`src/rtl/vending_ctrl.sv`:
```
// rtl/vending_ctrl.sv - coin-operated vending FSM with greedy change return
// Optional COLLECT inactivity auto-cancel enabled by defining VEND_TIMEOUT_EN.
module vending_ctrl #(
    parameter int PRICE       = 30,
    parameter int N_PROD      = 4,
    parameter int CREDIT_W    = 8,
    parameter int TIMEOUT_CYC = 64
) (
    input  logic                      clk,
    input  logic                      rst_n,
    input  logic                      coin_valid,
    input  logic [1:0]                coin,
    input  logic                      cancel,
    input  logic                      sel_valid,
    input  logic [$clog2(N_PROD)-1:0] sel,
    input  logic [N_PROD-1:0]         stock,
    output logic                      vend_valid,
    output logic [$clog2(N_PROD)-1:0] vend_id,
    output logic                      chg_valid,
    output logic [1:0]                chg_coin,
    output logic                      coin_rej,
    output logic                      sel_err,
    output logic [CREDIT_W-1:0]       credit,
    output logic                      busy
);
    localparam int                  SEL_W      = $clog2(N_PROD);
    localparam logic [CREDIT_W:0]   CREDIT_MAX = {1'b0, {CREDIT_W{1'b1}}};
    localparam logic [CREDIT_W-1:0] PRICE_C    = CREDIT_W'(PRICE);

    typedef enum logic [1:0] {IDLE, COLLECT, VEND, CHANGE} state_t;

    state_t              state_q;
    logic [CREDIT_W-1:0] credit_q;
    logic                vend_valid_q;
    logic [SEL_W-1:0]    vend_id_q;
    logic                chg_valid_q;
    logic [1:0]          chg_coin_q;
    logic                coin_rej_q;
    logic                sel_err_q;
    logic                busy_q;

    function automatic logic [CREDIT_W-1:0] coin_value(input logic [1:0] code);
        case (code)
            2'b01:   return CREDIT_W'(5);
            2'b10:   return CREDIT_W'(10);
            2'b11:   return CREDIT_W'(25);
            default: return '0;
        endcase
    endfunction

    function automatic logic [1:0] change_code(input logic [CREDIT_W-1:0] amount);
        if (amount >= CREDIT_W'(25))      return 2'b11;
        else if (amount >= CREDIT_W'(10)) return 2'b10;
        else if (amount >= CREDIT_W'(5))  return 2'b01;
        else                              return 2'b00;
    endfunction

    logic [CREDIT_W:0]   coin_sum;
    logic                coin_ok;
    logic [CREDIT_W-1:0] credit_new;
    logic                stock_hit;
    logic                sel_ok;
    logic [CREDIT_W-1:0] vend_rem;
    logic [CREDIT_W-1:0] chg_src;
    logic [1:0]          chg_code;
    logic [CREDIT_W-1:0] chg_rem;
    logic                timeout;

    // A coin arriving alongside cancel/select is folded into credit before either acts.
    always_comb begin
        coin_sum   = {1'b0, credit_q} + {1'b0, coin_value(coin)};
        coin_ok    = coin_valid && (coin != 2'b00) && (coin_sum <= CREDIT_MAX) &&
                     ((state_q == IDLE) || (state_q == COLLECT));
        credit_new = coin_ok ? coin_sum[CREDIT_W-1:0] : credit_q;
        stock_hit  = (int'(sel) < N_PROD) ? stock[sel] : 1'b0;
        sel_ok     = stock_hit && (credit_new >= PRICE_C);
        vend_rem   = credit_new - PRICE_C;
        chg_src    = (state_q == COLLECT) ? credit_new : credit_q;
        chg_code   = change_code(chg_src);
        chg_rem    = chg_src - coin_value(chg_code);
    end

`ifdef VEND_TIMEOUT_EN
    localparam int TMO_W = $clog2(TIMEOUT_CYC + 1);
    logic [TMO_W-1:0] tmo_q;

    assign timeout = (state_q == COLLECT) && !coin_ok && !sel_valid &&
                     (tmo_q == TMO_W'(TIMEOUT_CYC - 1));

    always_ff @(posedge clk) begin
        if (!rst_n || (state_q != COLLECT) || coin_ok || sel_valid || timeout) begin
            tmo_q <= '0;
        end else begin
            tmo_q <= tmo_q + TMO_W'(1);
        end
    end
`else
    assign timeout = 1'b0;
`endif

    always_ff @(posedge clk) begin
        if (!rst_n) begin
            state_q      <= IDLE;
            credit_q     <= '0;
            vend_valid_q <= 1'b0;
            vend_id_q    <= '0;
            chg_valid_q  <= 1'b0;
            chg_coin_q   <= 2'b00;
            coin_rej_q   <= 1'b0;
            sel_err_q    <= 1'b0;
            busy_q       <= 1'b0;
        end else begin
            vend_valid_q <= 1'b0;
            chg_valid_q  <= 1'b0;
            sel_err_q    <= 1'b0;
            coin_rej_q   <= coin_valid && !coin_ok;
            case (state_q)
                IDLE: begin
                    if (coin_ok) begin
                        credit_q <= credit_new;
                        state_q  <= COLLECT;
                    end
                end
                COLLECT: begin
                    credit_q <= credit_new;
                    if ((cancel || timeout) && (credit_new != '0)) begin
                        state_q     <= CHANGE;
                        busy_q      <= 1'b1;
                        chg_valid_q <= 1'b1;
                        chg_coin_q  <= chg_code;
                        credit_q    <= chg_rem;
                    end else if (sel_valid) begin
                        if (sel_ok) begin
                            state_q      <= VEND;
                            busy_q       <= 1'b1;
                            vend_valid_q <= 1'b1;
                            vend_id_q    <= sel;
                            credit_q     <= vend_rem;
                        end else begin
                            sel_err_q <= 1'b1;
                        end
                    end
                end
                VEND, CHANGE: begin
                    // Each cycle here pays out one coin until the credit is exhausted.
                    if (credit_q != '0) begin
                        state_q     <= CHANGE;
                        chg_valid_q <= 1'b1;
                        chg_coin_q  <= chg_code;
                        credit_q    <= chg_rem;
                    end else begin
                        state_q <= IDLE;
                        busy_q  <= 1'b0;
                    end
                end
                default: begin
                    state_q <= IDLE;
                    busy_q  <= 1'b0;
                end
            endcase
        end
    end

    assign vend_valid = vend_valid_q;
    assign vend_id    = vend_id_q;
    assign chg_valid  = chg_valid_q;
    assign chg_coin   = chg_coin_q;
    assign coin_rej   = coin_rej_q;
    assign sel_err    = sel_err_q;
    assign credit     = credit_q;
    assign busy       = busy_q;

endmodule
```
`config.mk`:
```
export PLATFORM = sky130hd
export DESIGN_NAME = vending_ctrl
export DESIGN_NICKNAME = d
export VERILOG_FILES = /design/src/rtl/vending_ctrl.sv
export SDC_FILE = /design/constraint.sdc
export NUM_CORES = 1
export LEC_CHECK = 0
export CAP_MARGIN = 30
export CORE_ASPECT_RATIO = 0.75
export CORE_MARGIN = 5
export CORE_UTILIZATION = 50
export CTS_CLUSTER_SIZE = 16
export DETAILED_ROUTE_END_ITERATION = 10
export GPL_ROUTABILITY_DRIVEN = 0
export PLACE_DENSITY = 0.72
export SLEW_MARGIN = 20
export SYNTH_ARGS = -nofsm -noshare
export SYNTH_HDL_FRONTEND = slang
export SYNTH_SLANG_ARGS = --single-unit
export TNS_END_PERCENT = 30
```
`constraint.sdc`:
```
create_clock -name clk -period 7.5 [get_ports clk]
set_clock_uncertainty 0.05 [all_clocks]
set_input_delay 1.5 -clock clk [delete_from_list [all_inputs] [get_ports clk]]
set_output_delay 1.5 -clock clk [all_outputs]
set_load 0.05 [all_outputs]
```
Yosys cells after proc, flatten, opt, wreduce, memory -nomap -nowiden
Index checks and enable logic that the tools add are counted.

Logic and storage cells: 91. Bits in registers: 19. Output and inout port bits: 17. Bits of input ports: 13.

Order comparisons: 6. Reductions and logical operators: 20. Bitwise operators: 4. Equal/unequal tests: 15. $add $sub $neg: 3. Mux-type cells: 34.

Operators with widths (number): 8-bit two-way mux (7); 5-bit case mux with 3 select lines (2); 8-bit case mux with 3 select lines (1); 2-bit two-way mux (9); 8-bit by 5-bit >= comparator with 1-bit output, second input constant (2); 8-bit nonzero test (2); 2-bit == test, second input constant (6); 1-bit two-way mux (10); 8-bit by 8-bit adder with 9-bit output (1); 9-bit by 8-bit less-or-equal comparator with 1-bit output, second input constant (1); 8-bit by 3-bit >= comparator with 1-bit output, second input constant (1); 8-bit by 4-bit >= comparator with 1-bit output, second input constant (1); 4-bit AND reduction (2); 8-bit by 5-bit subtractor with 8-bit output, second input constant (1); 8-bit subtractor (1); 2-bit by 1-bit == test with 1-bit output, second input constant (3); 1-bit logical AND (6); 2-bit inequality test, second input constant (3); 3-bit by 2-bit inequality test with 1-bit output, second input constant (2); 2-bit case mux with 3 select lines (1); 3-bit AND reduction (2); 1-bit inverter (4); 1-bit case mux with 2 select lines (2); 2-bit case mux with 2 select lines (1); other kinds (10) (11).

Depth between registers and ports, before layout
Gate-level depths: netlist of run 1.

Word-level depth: 17. Gate-level depth with buffers: 23. Gate-level depth less buffers: 22.

Least setup slack after synthesis of run 1
No wires, ideal clock.

Path type: input -> register. Start: input coin[0]. End: register credit_q[7], in the netlist credit[7]. Buffers on the path: 1. Cell stages on the path: 21. Data arrival time: 5.311 ns. Data required time: 7.358 ns. Setup time: 0.092 ns. Path slack: 2.046 ns. Cell sequence: clkbuf_1 -> ha_1 -> inv_1 -> fa_1 -> nand2b_1 -> a21boi_2 -> o211ai_2 -> or2_2 -> a21oi_1 -> nand2_1 -> nor2_1 -> nand2_1 -> ha_1 -> a21o_1 -> a21o_1 -> a21o_1 -> a21o_1 -> a2111oi_4 -> xnor2_1 -> nor2_1 -> o32ai_1.

Longest elaborated chain between the ends: 17. Elaborated cells between the ends (all ways): 36. Classes of those cells: add/sub: 3; order compare: 5; eq/ne: 7; mux: 13; reduce/logical: 8.

RTL lines: from (decl) (RTL line 12) `input logic [1:0] coin,`; 2-bit == test or 2-bit by 1-bit == test with 1-bit output (tied branches) (RTL line 43) `case (code)`; 5-bit case mux with 3 select lines (RTL line 43); 8-bit by 8-bit adder with 9-bit output (RTL line 71) `coin_sum = {1'b0, credit_q} + {1'b0, coin_value(coin)};`; 9-bit by 8-bit less-or-equal comparator with 1-bit output (RTL line 72) `coin_ok = coin_valid && (coin != 2'b00) && (coin_sum <= CREDIT_MAX) &&`; 1-bit logical AND (2 in a row) (RTL line 72); 8-bit two-way mux (RTL line 74) `credit_new = coin_ok ? coin_sum[CREDIT_W-1:0] : credit_q;`; 8-bit two-way mux (RTL line 78) `chg_src = (state_q == COLLECT) ? credit_new : credit_q;`; 8-bit by 3-bit >= comparator with 1-bit output (RTL line 54) `else if (amount >= CREDIT_W'(5)) return 2'b01;`; 1-bit two-way mux (RTL line 54); 2-bit two-way mux (RTL line 53) `else if (amount >= CREDIT_W'(10)) return 2'b10;`; 2-bit two-way mux (RTL line 52) `if (amount >= CREDIT_W'(25)) return 2'b11;`; 2-bit == test or 2-bit by 1-bit == test with 1-bit output (tied branches) (RTL line 43); 5-bit case mux with 3 select lines (RTL line 43); 8-bit subtractor (RTL line 80) `chg_rem = chg_src - coin_value(chg_code);`; 8-bit two-way mux, on equally long branches (RTL line 146, 126); 8-bit case mux with 3 select lines (RTL line 117) `case (state_q)`; to (signal assigned) (RTL line 120) `credit_q <= credit_new;`; to (signal assigned) (RTL line 125) `credit_q <= credit_new;`; to (signal assigned) (RTL line 150) `credit_q <= chg_rem;`; to (decl) (RTL line 33) `logic [CREDIT_W-1:0] credit_q;`.

Parallel ways exist; a longest one is shown, timed or not. The select of a mux whose other input is x is not followed. A chain may end at the register's enable or synchronous reset.

Worst setup path after layout of run 1
Same ends and word-level chain as after synthesis.

==> reports/results.md, run 1 <==
| Result | This run |
|:---|:---|
| Status | finished clean |
| Area share of the largest cell type after synthesis | 17.66% |
| LEAKAGE | 0.9587 nW |
| Power density cells | 460.0 mW/mm2 |
| Largest area contributor in the netlist | dfxtp_1 |
| Fin area | 0.002454 mm2 |
| VDD IR-drop max | 0.0002518 V |
| Setup total negative slack | 0 ns |
| Worst EP arrival | 6.30 ns |
| Number of enable flip-flop cells after synthesis | 0 |
| Clk_lat worst skew | 0.25 ns |
| Non-filler cells in the finished layout | 345 |
| Number of filler cells placed in the layout | 375 |
| Startpoint type of the worst setup path | primary input |
| Kind of capture point of the worst setup path | register |
| Required time at the worst-slack endpoint | 7.61 ns |
| Prevailing post-synth register cell | dfxtp_1 |
| Rel. slew slack | 52.73% |
| Mean routed wirelength per cell | 16.51 um |
| Worst hold path class | reg -> reg |
| Async set-reset flop share out of synthesis | 0% |
| Register area share after synthesis | 17.66% |
| Dominant cells by area after synthesis | dfxtp_1, ha_1, nand2_1 |
| Final HPWL DP | 4437 um |
| Hold bufs inserted after CTS | 0 |
| Setup repair after global routing missed its margin | false |
| Max frequency | 161.7 MHz |
| Total global routing overflow | 0 |
| Post-CTS setup-driven buffer insertion count | 0 |
| Total detailed-routing wirelength | 5697 um |
| Floorplan die area | 0.005733 mm2 |
| Total clock buffers created by CTS | 3 |
| Count of routing violations after the opening detailed-route iteration | 190 |
| Hold Violations, Final | 0 |
| Share of the core filled with cells | 59.79% |
| Total of cells resized after clock tree synthesis | 0 |
| Yosys cell types | 71 |
| Final min period | 6.186 ns |
| DRT Pass-1 Iters | 4 |
| DRC violation count after routing | 0 |
| Site Rows | 20 |
| Remaining antenna violation count | 0 |
| Number of buffer cells added on primary ports | 29 |
| Via Count | 2,052 |
| Core region area | 0.004104 mm2 |
| Number of global-route vias before repair | 1,847 |
| Clock transition at the registers of the reported paths | 0.07 ns |
| GRT Util Overall | 20.47% |
| I/O Pins | 30 |
| Floorplan die width | 85.78 um |
| Final count of pins violating max slew | 0 |
| Netlist Area Pre-Place | 0.002153 mm2 |
| Maximum number of pins on one net before global-route repair | 17 |
| Largest fanout on the critical path | 5 |
| Bufs on Longest Clock Path | 2 |
| Max cap viols | 0 |
| Placed Cells incl. Taps | 341 |
| Average instance area after synthesis | 7.946 um2 |
| Transition time at the pin with the least slew margin | 0.7076 ns |
| Antenna violations before repair | 0 |
| Clock H-tree levels | 1 |
| Net count of the mapped netlist | 297 |
| Cell area reported after detailed placement | 0.002409 mm2 |
| Area delta synth->final | 13.95% |
| Seq cells post-synth | 19 |
| Clock tree from TritonCTS | done |
| Type of the setup path with the least slack | in -> reg |
| Layout Nets | 317 |
| Total of endpoints with negative setup slack in the final report | 0 |
| Count of synthesis-stage warnings from yosys | 0 |
| Gate count of the mapped netlist | 271 |
| Vertical extent of the die | 66.84 um |
| Final period util | 82.48% |
| Drt via density | 5.948 |
| Global-route wire length before repair | 9446 um |
| Cell at the root of the clock tree | clkbuf_8 |
| Share of cells above drive strength 1 | 12.07% |
| Minimum setup slack among reg-to-reg paths | 2.57 ns |
| CTS sink count | 19 |
| Antenna diode count | 0 |
| Starting density of the core | 52.47% |
[cell usage in the layout (no fill, tap or decap), types with 3 or more instances in the layout]
master | netlist | final
a211oi_1 | 3 | 3
a21o_1 | 7 | 7
a21oi_1 | 15 | 15
a31oi_1 | 3 | 3
and2_1 | 4 | 4
and3_1 | 3 | 3
clkbuf_8 | 2 | 3
clkdlybuf4s50_1 | 0 | 29
dfxtp_1 | 19 | 19
ha_1 | 11 | 11
inv_1 | 13 | 13
mux2i_1 | 6 | 6
nand2_1 | 26 | 26
nand2b_1 | 6 | 6
nand3_1 | 5 | 5
nand4_1 | 6 | 6
nor2_1 | 23 | 23
nor2b_1 | 5 | 5
nor3_1 | 8 | 8
o211ai_1 | 4 | 4
o21a_1 | 3 | 3
o21ai_0 | 17 | 17
o21ai_1 | 3 | 3
or2_2 | 4 | 4
xnor2_1 | 8 | 8
xor2_1 | 4 | 4
[metal layers]
layer  routed length [um]  vias to the layer above  track usage (%)
li1                     -                     1026                -
met1                 2899                      934            31.41
met2                 2342                       88            31.20
met3                  414                        4            2.843
met4                   40                        0            1.581
met5                    0                        -                0
[cell families (layout without fill, tap and decap cells)]
group,Yosys count,after routing,share of synthesized area (%)
DFF,19,19,17.66
xor gates and xnor gates,13,13,5.636
and+or+nand+nor,105,105,25.51
buffers and inverters,28,47,7.438
adders and majority gates,13,13,8.251
AOI/OAI and AO/OA,83,83,29.58
muxes,10,10,5.927
[registers in the layout, indices dropped and copies added (netlist names)]
name        count
chg_valid       1
vend_id         2
credit          8
sel_err         1
coin_rej        1
busy            1
vend_valid      1
state_q         2
chg_coin        2
[final timing paths]
| path | start | end | cells after the start |
|---|---|---|---|
| worst min-delay path | busy | busy | 2 |
| worst min register to register | busy | busy | 2 |
| worst max-delay path | coin[0] | credit[7] | 22 |
| worst max register to register | credit[1] | credit[7] | 19 |
[report_power, final]
group	internal, mW	switching [mW]	total (mW)
registers	0.130	0.0612	0.192
clock network	0.0378	0.0334	0.0712
logic	0.351	0.515	0.866
[stage by stage]
stage	setup slack (ns)	hold slack (ns)	total power, mW
final	1.314	0.3953	1.129
after global routing	1.031	0.4389	1.212
after CTS	1.372	0.3948	1.108
after detailed placement	1.122	0.3840	1.033
after global placement	1.088	0.3868	1.043
after floorplan	2.046	0.6093	0.8603
[worst max-delay path: stages]
cell and delay, ns:
clkdlybuf4s50_1 0.53, nand2b_1 0.17, inv_1 0.06, ha_1 0.27, a211o_1 0.34, a2111oi_0 0.37, and3b_2 0.28, nor2_1 0.09
nor2_1 0.10, o21ai_0 0.16, nand2_1 0.11, nor2_1 0.30, nand2_1 0.17, ha_1 0.30, a21o_1 0.17, a21o_1 0.19
a21o_1 0.18, a21o_1 0.22, a2111oi_4 0.29, xnor2_1 0.16, nor2_1 0.05, o32ai_1 0.27
[Yosys cell counts, types with 4 or more instances]
| library cell | count |
|---|---|
| a21o_1 | 7 |
| a21oi_1 | 15 |
| and2_1 | 4 |
| buf_2 | 4 |
| clkbuf_1 | 5 |
| dfxtp_1 | 19 |
| ha_1 | 11 |
| inv_1 | 13 |
| mux2i_1 | 6 |
| nand2_1 | 26 |
| nand2b_1 | 6 |
| nand3_1 | 5 |
| nand4_1 | 6 |
| nor2_1 | 23 |
| nor2b_1 | 5 |
| nor3_1 | 8 |
| o211ai_1 | 4 |
| o21ai_0 | 17 |
| or2_2 | 4 |
| xnor2_1 | 8 |
| xor2_1 | 4 |
[final cells by class]
class,instances,area [um2],share of cell area [%]
flip-flops and latches,19,380.4,15.50
repair buffers,30,297.8,12.14
clock buffers,4,45.04,1.836
inverters,13,48.80,1.989
multi-input cells,224,1613,65.73
well taps,55,68.82,2.805
No activity file was read; power rests on OpenSTA's default activity.
==> inputs of run 2 (changes only) <==
--- a/config.mk
+++ b/config.mk
@@ -12,7 +12,7 @@
 export CTS_CLUSTER_SIZE = 16
 export DETAILED_ROUTE_END_ITERATION = 10
 export GPL_ROUTABILITY_DRIVEN = 0
-export PLACE_DENSITY = 0.72
+export PLACE_DENSITY = 0.75
 export SLEW_MARGIN = 20
 export SYNTH_ARGS = -nofsm -noshare
 export SYNTH_HDL_FRONTEND = slang
==> constraint.sdc (replaced) <==
create_clock -name clk -period 5.07 [get_ports clk]
set_clock_uncertainty 0.05 [all_clocks]
set_input_delay 1.014 -clock clk [delete_from_list [all_inputs] [get_ports clk]]
set_output_delay 1.014 -clock clk [all_outputs]
set_load 0.05 [all_outputs]
==> reports/results.md, run 2 (synthesis results as in run 1) <==
| Result | This run |
|:---|:---|
| Setup repair after global routing missed its margin | false |
| Clock transition at the registers of the reported paths | 0.07 ns |
| Worst hold path class | reg -> reg |
| Total detailed-routing wirelength | 6636 um |
| CP max stage cell | fa_1 |
| Starting density of the core | 52.47% |
| Cell family with most CP delay | compound AO/OA/AOI/OAI gates |
| Maximum number of pins on one net before global-route repair | 17 |
| Most common cell after layout, fill and taps aside | buf_4 |
| Total clock buffers created by CTS | 3 |
| Drt via density | 5.960 |
| VDD IR-drop max | 0.0004425 V |
| Number of filler cells placed in the layout | 331 |
| Share of the core filled with cells | 71.55% |
| Floorplan die width | 85.78 um |
| CTS sink count | 19 |
| Area delta synth->final | 36.37% |
| Bufs on Longest Clock Path | 2 |
| Vertical extent of the die | 66.84 um |
| Site Rows | 20 |
| Hold-critical path depth | 2 |
| Type of the setup path with the least slack | in -> reg |
| Origin of the critical flop-to-flop path | credit[0] |
| Final HPWL DP | 5038 um |
| Number of gates on the worst path with buffers counted | 21 |
| Startpoint type of the worst setup path | primary input |
| Most frequent cells in the layout | buf_4, clkdlybuf4s50_1, nand2_1 |
| I/O Pins | 30 |
| Minimum setup slack among reg-to-reg paths | 0.65 ns |
| Flip-flop count of the largest register, all copies and words added | 8 |
| Antenna violations before repair | 0 |
| Cell at the root of the clock tree | clkbuf_8 |
| LEAKAGE | 1.246 nW |
| Required time at the worst-slack endpoint | 5.19 ns |
| Via Count | 2,384 |
| Rel. slew slack | 63.61% |
| Final period util | 93.93% |
| Capture point of the worst reg-to-reg path | credit[7] |
| Most common cell type on the critical path | a21o_1 |
| Layout Nets | 372 |
| Max frequency | 210.0 MHz |
| Worst Slack Setup Final | 0.3076 ns |
| Worst EP arrival | 4.89 ns |
| Count of routing violations after the opening detailed-route iteration | 256 |
| Total global routing overflow | 0 |
| Kind of capture point of the worst setup path | register |
| Antenna diode count | 0 |
| Floorplan die area | 0.005733 mm2 |
| Post-route worst hold slack | 0.4001 ns |
| Max cap viols | 0 |
| Total of endpoints with negative setup slack in the final report | 0 |
| Count of cells along the worst register-to-register path | 20 |
| Core region area | 0.004104 mm2 |
| Place WS | -0.5190 ns |
| Clock H-tree levels | 1 |
| Largest fanout on the critical path | 4 |
| Critical path's largest stage delay | 0.38 ns |
| Final min period | 4.762 ns |
| Hold Violations, Final | 0 |
| Share of cells above drive strength 1 | 30.43% |
| Number of buffers and inverters on the critical path | 3 |
| Global-route wire length before repair | 10,920 um |
| Final count of pins violating max slew | 0 |
| Clock tree from TritonCTS | done |
| Power density cells | 697.1 mW/mm2 |
| Mean routed wirelength per cell | 16.59 um |
| GRT Util Overall | 23.77% |
| Number of buffer cells added on primary ports | 29 |
| Setup total negative slack | 0 ns |
| Clk_lat worst skew | 0.26 ns |
| Worst setup path start | coin[0] |
| Worst setup path end | credit[7] |
| Hold bufs inserted after CTS | 0 |
| Remaining antenna violation count | 0 |
| DRC violation count after routing | 0 |
| Cell-by-cell trace of the critical path | clkbuf_2 > ha_2 > inv_1 > fa_1 > nand2b_4 > a21bo_2 > buf_4 > a21o_2 > nand4_1 > o31ai_1 > o21ai_1 > nand2_1 > ha_1 > a21o_1 > a21o_1 > a21o_1 > a21o_1 > a2111oi_4 > xnor2_1 > nor2_1 > o32ai_1 |
| Status | finished clean |
| Transition time at the pin with the least slew margin | 0.5452 ns |
| DRT Pass-1 Iters | 5 |
| Number of global-route vias before repair | 2,284 |
run 2: cell count changes in the layout (fill, tap and decap cells not counted), moves of 2 or more:
| cell | delta |
|---|---|
| nand2b_1 | -2 |
| ha_1 | -3 |
| clkbuf_2 | +2 |
| ha_2 | +2 |
| o21ai_1 | +3 |
| a21oi_2 | +3 |
| a21oi_1 | -3 |
| buf_4 | +55 |
| o21ai_0 | -3 |
| nand2b_4 | +2 |
| nor2_4 | +2 |
| clkdlybuf4s50_1 | -2 |
run 2: timing repair:
action	4_1_cts	5_1_grt
endpoints found under the setup margin	3	3
hold endpoints to repair	0	0
resized for setup	8	19
setup buffers	2	1
gates cloned	0	0
pin swaps	6	5
run 2: cell type report:
| class | instances | area (um2) | area share, % |
|---|---|---|---|
| timing repair buffer | 85 | 700.7 | 23.86 |
| tap | 55 | 68.82 | 2.343 |
| inverter | 13 | 48.80 | 1.662 |
| clock buffer | 4 | 45.04 | 1.534 |
| multi-input combinational | 224 | 1693 | 57.65 |
| sequential | 19 | 380.4 | 12.95 |
run 2: worst register-to-register path, delay by kind of cell (launching register included):
kind,cells,cell delay [ns]
xor gates and xnor gates,1,0.17
adders and majority gates,3,0.90
AOI/OAI and AO/OA,10,2.09
DFF,1,0.47
buffers and inverters,2,0.19
and+or+nand+nor,4,0.45
run 2: per-layer routing:
layer  vias to the layer above  global-route usage, %  share of wire, %
li1                       1139                      -                 -
met1                      1118                  32.69                46
met2                       107                  39.05                45
met3                        20                  3.708               6.9
met4                         0                  5.534               2.2
met5                         -                      0                 0
run 2: through the flow:
step | cell area [um2] | power (mW) | cells
detailed placement | 2799 | 1.831 | 393
global route | 2937 | 2.197 | 400
global placement | 2799 | 1.784 | 393
finish | 2937 | 2.047 | 400
floorplan | 2153 | 1.273 | 271
CTS | 2880 | 1.971 | 399
run 2: worst min path at each step:
stage          slack (ns)  endpoint  startpoint
3_3_place_gp         0.39      busy        busy
5_1_grt              0.44      busy        busy
2_1_floorplan        0.61      busy        busy
4_1_cts              0.41      busy        busy
6_report             0.40      busy        busy
3_5_place_dp         0.39      busy        busy
run 2: where the power goes:
group / switching (mW) / leakage (nW) / total (mW) / internal (mW)
logic: 0.878 / 1.07 / 1.66 / 0.782
registers: 0.0875 / 0.156 / 0.280 / 0.193
clock network: 0.0507 / 0.0228 / 0.107 / 0.0559
total: 1.02 / 1.25 / 2.05 / 1.03
